--- config.mk ---
export PLATFORM = sky130hd
export DESIGN_NAME = pim_shift_acc
export DESIGN_NICKNAME = d
export VERILOG_FILES = /design/src/rtl/pim_pkg.sv /design/src/rtl/pim_out_fifo.sv /design/src/rtl/pim_shift_acc.sv
export SDC_FILE = /design/constraint.sdc
export NUM_CORES = 1
export LEC_CHECK = 0
export ABC_AREA = 1
export BUFFER_PORTS_ARGS = -buffer_cell sky130_fd_sc_hd__buf_2
export CORE_UTILIZATION = 50
export CTS_CLUSTER_DIAMETER = 40
export DETAILED_ROUTE_END_ITERATION = 12
export PLACE_DENSITY = 0.72
export SETUP_SLACK_MARGIN = 0.3
export SLEW_MARGIN = 20
export SYNTH_ARGS = -nofsm -noshare
export SYNTH_HDL_FRONTEND = slang
export SYNTH_HIERARCHICAL = 1
export SYNTH_SLANG_ARGS = --single-unit
--- constraint.sdc ---
create_clock -name clk -period 5.2 [get_ports clk]
set_input_delay 0.26 -clock clk [delete_from_list [all_inputs] [get_ports clk]]
set_output_delay 0.26 -clock clk [all_outputs]
set_load 0.05 [all_outputs]
--- src/rtl/pim_pkg.sv ---
// Shared helpers for the PIM pipeline stages: sizing function, default widths and
// the shift/ReLU/saturate requantizer.
package pim_pkg;

  localparam int NIB_DEF   = 4;
  localparam int ADC_P_DEF = 4;

  // Number of bits needed to index `value` entries.
  function automatic int clogb2(input int value);
    int r;
    r = 0;
    for (int i = 0; i < 31; i++) begin
      if ((1 << i) < value) r = i + 1;
    end
    return r;
  endfunction

  // Arithmetic right shift, optional clamp of negatives, then saturate to out_p bits.
  function automatic logic [31:0] sat_shift(input logic signed [31:0] value,
                                            input int                 shift,
                                            input bit                 relu,
                                            input int                 out_p);
    logic signed [31:0] s;
    logic signed [31:0] max_v;
    s     = value >>> shift;
    max_v = (32'sd1 <<< out_p) - 32'sd1;
    if (relu && s < 0) s = '0;
    if (s > max_v) s = max_v;
    return s;
  endfunction

endpackage

--- src/rtl/pim_out_fifo.sv ---
// Two-entry first-word-fall-through queue; the head entry is visible on pop_data
// whenever the queue is not empty.
module pim_out_fifo #(
  parameter int W = 8
) (
  input  logic         clk,
  input  logic         rst,
  input  logic         push,
  input  logic [W-1:0] push_data,
  input  logic         pop,
  output logic [W-1:0] pop_data,
  output logic         full,
  output logic         empty
);

  logic [W-1:0] mem [2];
  logic         wr_ptr;
  logic         rd_ptr;
  logic [1:0]   count;
  logic         do_push;
  logic         do_pop;

  assign full     = (count == 2'd2);
  assign empty    = (count == 2'd0);
  assign do_push  = push & ~full;
  assign do_pop   = pop & ~empty;
  assign pop_data = mem[rd_ptr];

  // NOTE: the storage is reset because its head drives out_data, which must read 0 out of reset.
  always_ff @(posedge clk or posedge rst) begin
    if (rst) begin
      for (int i = 0; i < 2; i++) mem[i] <= '0;
      wr_ptr <= 1'b0;
      rd_ptr <= 1'b0;
      count  <= 2'd0;
    end else begin
      if (do_push) begin
        mem[wr_ptr] <= push_data;
        wr_ptr      <= ~wr_ptr;
      end
      if (do_pop) rd_ptr <= ~rd_ptr;
      case ({do_push, do_pop})
        2'b10:   count <= count + 2'd1;
        2'b01:   count <= count - 2'd1;
        default: count <= count;
      endcase
    end
  end

endmodule

--- src/rtl/pim_shift_acc.sv ---
// Bit-serial shift-accumulate: weights the four ADC partial sums of each bit-plane,
// accumulates NIB planes, requantizes and queues the result with its column tag.
module pim_shift_acc
  import pim_pkg::*;
#(
  parameter  int ADC_P     = ADC_P_DEF,
  parameter  int NIB       = NIB_DEF,
  parameter  int DEPTH     = 32,
  parameter  int ACC_W     = 20,
  parameter  int OUT_P     = 8,
  parameter  int OUT_SHIFT = 8,
  parameter  int RELU      = 1,
  localparam int AW        = clogb2(DEPTH)
) (
  input  logic             clk,
  input  logic             rst,
  input  logic             in_valid,
  output logic             in_ready,
  input  logic [ADC_P-1:0] in_hh,
  input  logic [ADC_P-1:0] in_hl,
  input  logic [ADC_P-1:0] in_lh,
  input  logic [ADC_P-1:0] in_ll,
  input  logic [AW-1:0]    in_addr,
  input  logic             in_last,
  output logic             out_valid,
  input  logic             out_ready,
  output logic [OUT_P-1:0] out_data,
  output logic [AW-1:0]    out_addr,
  output logic             proto_err
);

  localparam int            BW        = (NIB > 1) ? clogb2(NIB) : 1;
  localparam logic [BW-1:0] LAST_BEAT = BW'(NIB - 1);

  logic [BW-1:0]       beat;
  logic [ACC_W-1:0]    acc;
  logic [ACC_W-1:0]    contrib;
  logic [ACC_W-1:0]    final_sum;
  logic [AW-1:0]       tag;
  logic [AW-1:0]       push_addr;
  logic [OUT_P-1:0]    result;
  logic [OUT_P+AW-1:0] head;
  logic                beat_fire;
  logic                is_final;
  logic                early_last;
  logic                missing_last;
  logic                push;
  logic                full;
  logic                empty;

  assign beat_fire    = in_valid & in_ready;
  assign is_final     = (beat == LAST_BEAT);
  assign early_last   = beat_fire & in_last & ~is_final;
  assign missing_last = beat_fire & ~in_last & is_final;
  assign push         = beat_fire & is_final;
  assign push_addr    = (beat == '0) ? in_addr : tag;

  // Beat 0 starts from zero so a previous or aborted sum never leaks in.
  always_comb begin
    int sh_b;
    sh_b      = int'(beat);
    contrib   = (ACC_W'(in_hh) << (sh_b + 2 * NIB))
              + ((ACC_W'(in_hl) + ACC_W'(in_lh)) << (sh_b + NIB))
              + (ACC_W'(in_ll) << sh_b);
    final_sum = ((beat == '0) ? '0 : acc) + contrib;
  end

  assign result = OUT_P'(sat_shift(32'(signed'(final_sum)), OUT_SHIFT, RELU != 0, OUT_P));

  // NOTE: state registers use non-blocking assignments so every flop samples pre-edge values.
  always_ff @(posedge clk or posedge rst) begin
    if (rst) begin
      beat      <= '0;
      acc       <= '0;
      tag       <= '0;
      proto_err <= 1'b0;
    end else begin
      if (early_last | missing_last) proto_err <= 1'b1;
      if (beat_fire) begin
        acc <= final_sum;
        if (beat == '0) tag <= in_addr;
        beat <= (is_final || in_last) ? '0 : beat + 1'b1;
      end
    end
  end

  pim_out_fifo #(
    .W (OUT_P + AW)
  ) u_out_fifo (
    .clk       (clk),
    .rst       (rst),
    .push      (push),
    .push_data ({result, push_addr}),
    .pop       (out_valid & out_ready),
    .pop_data  (head),
    .full      (full),
    .empty     (empty)
  );

  assign in_ready  = ~full;
  assign out_valid = ~empty;
  assign out_data  = head[OUT_P+AW-1:AW];
  assign out_addr  = head[AW-1:0];

endmodule

== After elaboration in Yosys (flattened, before gate mapping) ==
Index checks and enable logic that the tools add are counted.

* Register bits: 58
* Input bits: 26
* Output and inout port bits: 16
* Logic and storage cells: 65

* $add $sub $neg: 9
* Magnitude comparators: 5
* Equality and inequality tests: 4
* Shifts and indexed selects: 3
* Muxes and demuxes: 12
* Bitwise gates (word level): 18
* Reduce and logical (&&, ||, !) cells: 5

{| class="wikitable"
|+ Operators with widths
! cell !! count
|-
| $add 20x20->20 || 3
|-
| $mux 13 || 4
|-
| $gt 32x9->1 const B || 1
|-
| $mux 32 || 1
|-
| $bwmux 26 || 1
|-
| $mux 20 || 1
|-
| $shl 4x2->20 || 1
|-
| $shl 4x5->20 || 1
|-
| $shl 5x4->20 || 1
|-
| $demux 13 s1 || 1
|-
| $lt 12x1->1 const B || 1
|-
| $and 1x1->1 || 9
|-
| $mux 8 || 1
|-
| $eq 2x2->1 const B || 3
|-
| $not 1->1 || 6
|-
| $add 2x4->5 const B || 1
|-
| $add 4x4->5 || 1
|-
| $mux 5 || 1
|-
| $add 2x1->2 const B || 2
|-
| $add 2x3->4 const B || 1
|-
| $ge 2x2->1 const B || 2
|-
| $logic_not 2->1 || 2
|-
| $not 1->2 || 2
|-
| $pmux 2 s2 || 1
|-
| other kinds (8) || 8
|}

== Depth between registers and ports, before layout ==
* Word-level depth: 10
* Mapped depth: 25
* Depth with buffers taken out: 24

== Hierarchy ==
Netlist, hierarchy kept.

{| class="wikitable"
|+ Modules (own cells, without submodules)
! module !! times used !! cells each !! area an instance (um2) !! sequential area each (um2)
|-
| pim_shift_acc || 1 || 507 || 3,255.6 || 700.7
|-
| pim_out_fifo || 1 || 189 || 1,488.9 || 750.7
|}

== Worst setup path after synthesis ==
OpenSTA, ideal clock, no wires.

* Path type: register to register
* From: register beat[1]
* To: register u_out_fifo/mem[11] (netlist name)
* Library setup time: 0.117 ns
* Arrival time: 3.933 ns
* Data required time: 5.083 ns
* Path slack: 1.150 ns
* Cell stages (with the launch flop): 24
* Path buffers: 5
* Period minus slack after synthesis: 4.050 ns
* Cells stage by stage: dfrtp_1 > clkbuf_1 > inv_1 > buf_1 > ha_1 > clkbuf_1 > clkbuf_1 > nor2_1 > ha_1 > ha_1 > fa_1 > nand2_1 > nand3_1 > nand3_1 > nand2_1 > nand2_1 > nand2_1 > nand3_2 > nand2_2 > buf_6 > nand2_4 > nand3_1 > nand4_1 > nand2_1

* Word-level cells in the longest chain between the ends: 10
* Elaborated cells on any way between the ends: 18
* Those cells by class: 5 x add/sub; 2 x order compare; 1 x eq/ne; 3 x shift; 4 x mux; 2 x bitwise; 1 x reduce/logical

{| class="wikitable"
|+ RTL lines
! item !! line !! text
|-
| start, declared || pim_shift_acc.sv:35 || <nowiki>logic [BW-1:0] beat;</nowiki>
|-
| start signal, assigned || pim_shift_acc.sv:82 || <nowiki>beat <= (is_final || in_last) ? '0 : beat + 1'b1;</nowiki>
|-
| $add 2x4->5 / $add 2x3->4 (equally long branches) || pim_shift_acc.sv:62, pim_shift_acc.sv:63 ||
|-
| $shl 4x5->20 / $shl 5x4->20 (equally long branches) || pim_shift_acc.sv:62, pim_shift_acc.sv:63 ||
|-
| $add 20x20->20 || pim_shift_acc.sv:63 || <nowiki>+ ((ACC_W'(in_hl) + ACC_W'(in_lh)) << (sh_b + NIB))</nowiki>
|-
| $add 20x20->20 || pim_shift_acc.sv:64 || <nowiki>+ (ACC_W'(in_ll) << sh_b);</nowiki>
|-
| $add 20x20->20 * || pim_shift_acc.sv:65 || <nowiki>final_sum = ((beat == '0) ? '0 : acc) + contrib;</nowiki>
|-
| $lt 12x1->1 || pim_pkg.sv:27 || <nowiki>if (relu && s < 0) s = '0;</nowiki>
|-
| $mux 32 * || pim_pkg.sv:27 ||
|-
| $gt 32x9->1 || pim_pkg.sv:28 || <nowiki>if (s > max_v) s = max_v;</nowiki>
|-
| $mux 8 * || pim_pkg.sv:28 ||
|-
| via result[6] || pim_shift_acc.sv:41 || <nowiki>logic [OUT_P-1:0] result;</nowiki>
|-
| $bwmux 26 * || pim_out_fifo.sv:38 || <nowiki>mem[wr_ptr] <= push_data;</nowiki>
|-
| end signal, assigned by index || pim_out_fifo.sv:38 ||
|-
| end, declared || pim_out_fifo.sv:16 || <nowiki>logic [W-1:0] mem [2];</nowiki>
|}

Mark *: on every way through the listed nets, which the timed path passes. The rest lies on a longest branch.
A chain may end at the register's enable or synchronous reset.

== Final worst setup path ==
* From: register beat[0]
* To: register u_out_fifo/mem[23] (netlist name)

Same word-level chain as after synthesis.

==> run_results.csv <==
group,metric,value,unit
route,wirelength,11320,um
timing,setup_viol,0,
die,initial_utilization,51.59,%
grt,grt-ovfl-total,0,
timing,hold_viol,5,
synth,synth_seq_cells,58,
grt,antenna_found_initial,0,
timing,fin_hold_ws,-0.004631,ns
timing,fin_skew,0.01242,ns
die,dieArea,0.009882,sq mm
clocking,cts_buffer_depth,2,
timing,final.min_clock_period,4.283,ns
timing,timing.final.crit_share,82.36,%
route,via_per_inst,5.295,
worst_setup_path,arrival,4.51,ns
finish,synthToLayoutAreaGrowth,8.808,%
place,globalplace.congestion,0.9060,
clocking,hold_buffers,0,
clocking,cts_tree,"done",
clocking,cts_root_buffer,"clkbuf_8",
status,status,"complete, but fails checks",
finish,drive_gt1_share,10.41,%
route,vias,4453,
timing,rsz0062_at_grt,"false",
timing,fmax,233.5,MHz
timing,fin_tns_setup,0,ns
synth,postSynthAreaPerCell,6.817,sq um
run,max-cap-violations,0,
worst_setup_path,critPathKind,"reg2reg",
worst_setup_path,crit_chain,"inv_1 > ha_1 > buf_4 > nor2_1 > fa_1 > ha_1 > nand2_1 > inv_1 > nand2_1 > nand2_1 > a21oi_1 > nand2_1 > nand2_1 > nand2_1 > o21ai_4 > nand3_1 > nand4_1 > nand2_1",
clocking,ctsResizeCount,0,
clocking,cts_buffers,9,
worst_setup_path,crit_fanout,18,
grt,grt_max_degree,47,
worst_setup_path,r2r_slack,0.92,ns
worst_setup_path,crit_slowest_cell,"dfrtp_1",
synth,synth_seq_area_share,30.59,%
clocking,path_clk_slew,0.08,ns
synth,ys.flop_type,"dfrtp_1",
finish,final_common_cell,"nand2_1",
timing,maxSlewHeadroom,53.93,%
grt,grt_pass1_vias,4138,
grt,grt_pass1_wl,19490,um
timing,tightestPinTransition,0.6901,ns
clocking,clock-sinks,58,
route,drt-initial-drc-count,291,
synth,synth_cells,696,
worst_setup_path,end_kind,"flip-flop",
timing,slew_violations,0,
worst_setup_path,path_common_cell,"nand2_1",
finish,diodes,0,
clocking,clk_latency,0.34,ns
clocking,cts_setup_buffers,0,
die,core,0.009196,sq mm
route,wl_per_cell,13.46,um
route,first_pass_iters,5,
die,die_h,99.41,um
worst_setup_path,critPathLaunchType,"flip-flop",
synth,syn-num-nets,768,
clocking,h-tree-depth,3,
die,rows,35,
synth,yosys_warnings,6,
worst_hold_path,worstHoldPathType,"in2async",
synth,synth_area,0.004745,sq mm
synth,synthArstFlopShare,100.0,%
worst_setup_path,critPathMaxStageDelay,0.78,ns
finish,mostFrequentLayoutCells,"nand2_1, inv_1, dfrtp_1",
route,drc,0,
die,die_w,99.41,um
die,io_pins,42,
place,hpwl,8509,um
worst_setup_path,worstPathRequired,5.43,ns
synth,ys_types,33,
finish,final_nets,797,
status,violations,"hold timing",
place,io_buffers,41,
finish,num-fill-cells,909,
route,ant_nets,0,
synth,synth-edff-count,0,
grt,grtUsageTotal,24.89,%
## Yosys cell counts (all sizes together), types with 4 or more instances
cell type,n,area [sq um]
nand4,30,187.7
nor3,4,20.02
mux2i,10,100.1
nand3,34,190.2
nand2,265,1015
o21ai,39,206.5
ha,37,462.9
buf,19,117.6
a21oi,13,68.82
xnor2,6,52.55
nor2,56,210.2
inv,96,362.8
clkbuf,7,26.28
dfrtp,58,1451
fa,9,180.2
a31oi,4,25.02
## kinds of logic after synthesis
logic type	synth area share [%]
buffers and inverters	10.68
flip-flops	30.59
multiplexers	2.110
XOR/XNOR	1.661
AO/OA/AOI/OAI	6.936
adder cells (fa/ha/maj)	13.55
AND/OR/NAND/NOR	34.47
## stage by stage
| step | utilization (%) | instance area, sq um | cells | hold slack [ns] | setup WS [ns] |
|---|---|---|---|---|---|
| detailed placement | 54.01 | 4967 | 825 | 0.3810 | 0.8656 |
| floorplan | - | 4745 | 696 | 0.3254 | 1.150 |
| global placement | 54.01 | 4967 | 825 | 0.3710 | 0.9313 |
| finish | 56.14 | 5162 | 841 | -0.004631 | 0.9171 |
| CTS | 56.14 | 5162 | 841 | 0.01675 | 0.9398 |
| global route | 56.14 | 5162 | 841 | 0.04078 | 0.5907 |
## per-layer routing
metal  vias to the layer above  track usage [%]  wire [um]  share of wire [%]
met4                         0            6.109         79               0.70
met2                       101            40.71       5311                 47
met3                         6            3.584        528                4.7
li1                       2267                -          -                  -
met5                         -                0          0                  0
met1                      2079            34.83       5403                 48
## sequential cells by signal, indices dropped and copies added, names as in the netlist
name               cells
u_out_fifo/count       2
proto_err              1
tag                    5
u_out_fifo/mem        26
u_out_fifo/wr_ptr      1
acc                   20
u_out_fifo/rd_ptr      1
beat                   2
## worst paths after layout
kind | start | to | cells past startpoint
min in group clk | in_last | proto_err | 3
max in group asynchronous | rst | u_out_fifo/mem[8] | 2
hold / removal | rst | u_out_fifo/mem[14] | 2
setup reg to reg | beat[0] | u_out_fifo/mem[23] | 18
setup / recovery | beat[0] | u_out_fifo/mem[23] | 18
hold reg to reg | proto_err | proto_err | 1
## final cells by class
type	count	area, sq um	area share (%)
repair buffers	44	227.7	4.411
clock buffers	11	141.4	2.739
multi-input cells	516	2786	53.97
clock inverters	5	53.80	1.042
inverters	96	362.8	7.029
flip-flops and latches	58	1451	28.11
well taps	111	138.9	2.690
## worst max-delay path, delay by kind of cell (launching register included)
family | cells | cell delay [ns]
flip-flops | 1 | 0.78
AND/OR/NAND/NOR | 10 | 1.03
buffers and inverters | 3 | 0.61
AO/OA/AOI/OAI | 2 | 0.48
adder cells (fa/ha/maj) | 3 | 1.26
Power is not shown: default switching activity piles up to over one toggle a cycle in this logic, so the estimate is an artifact.
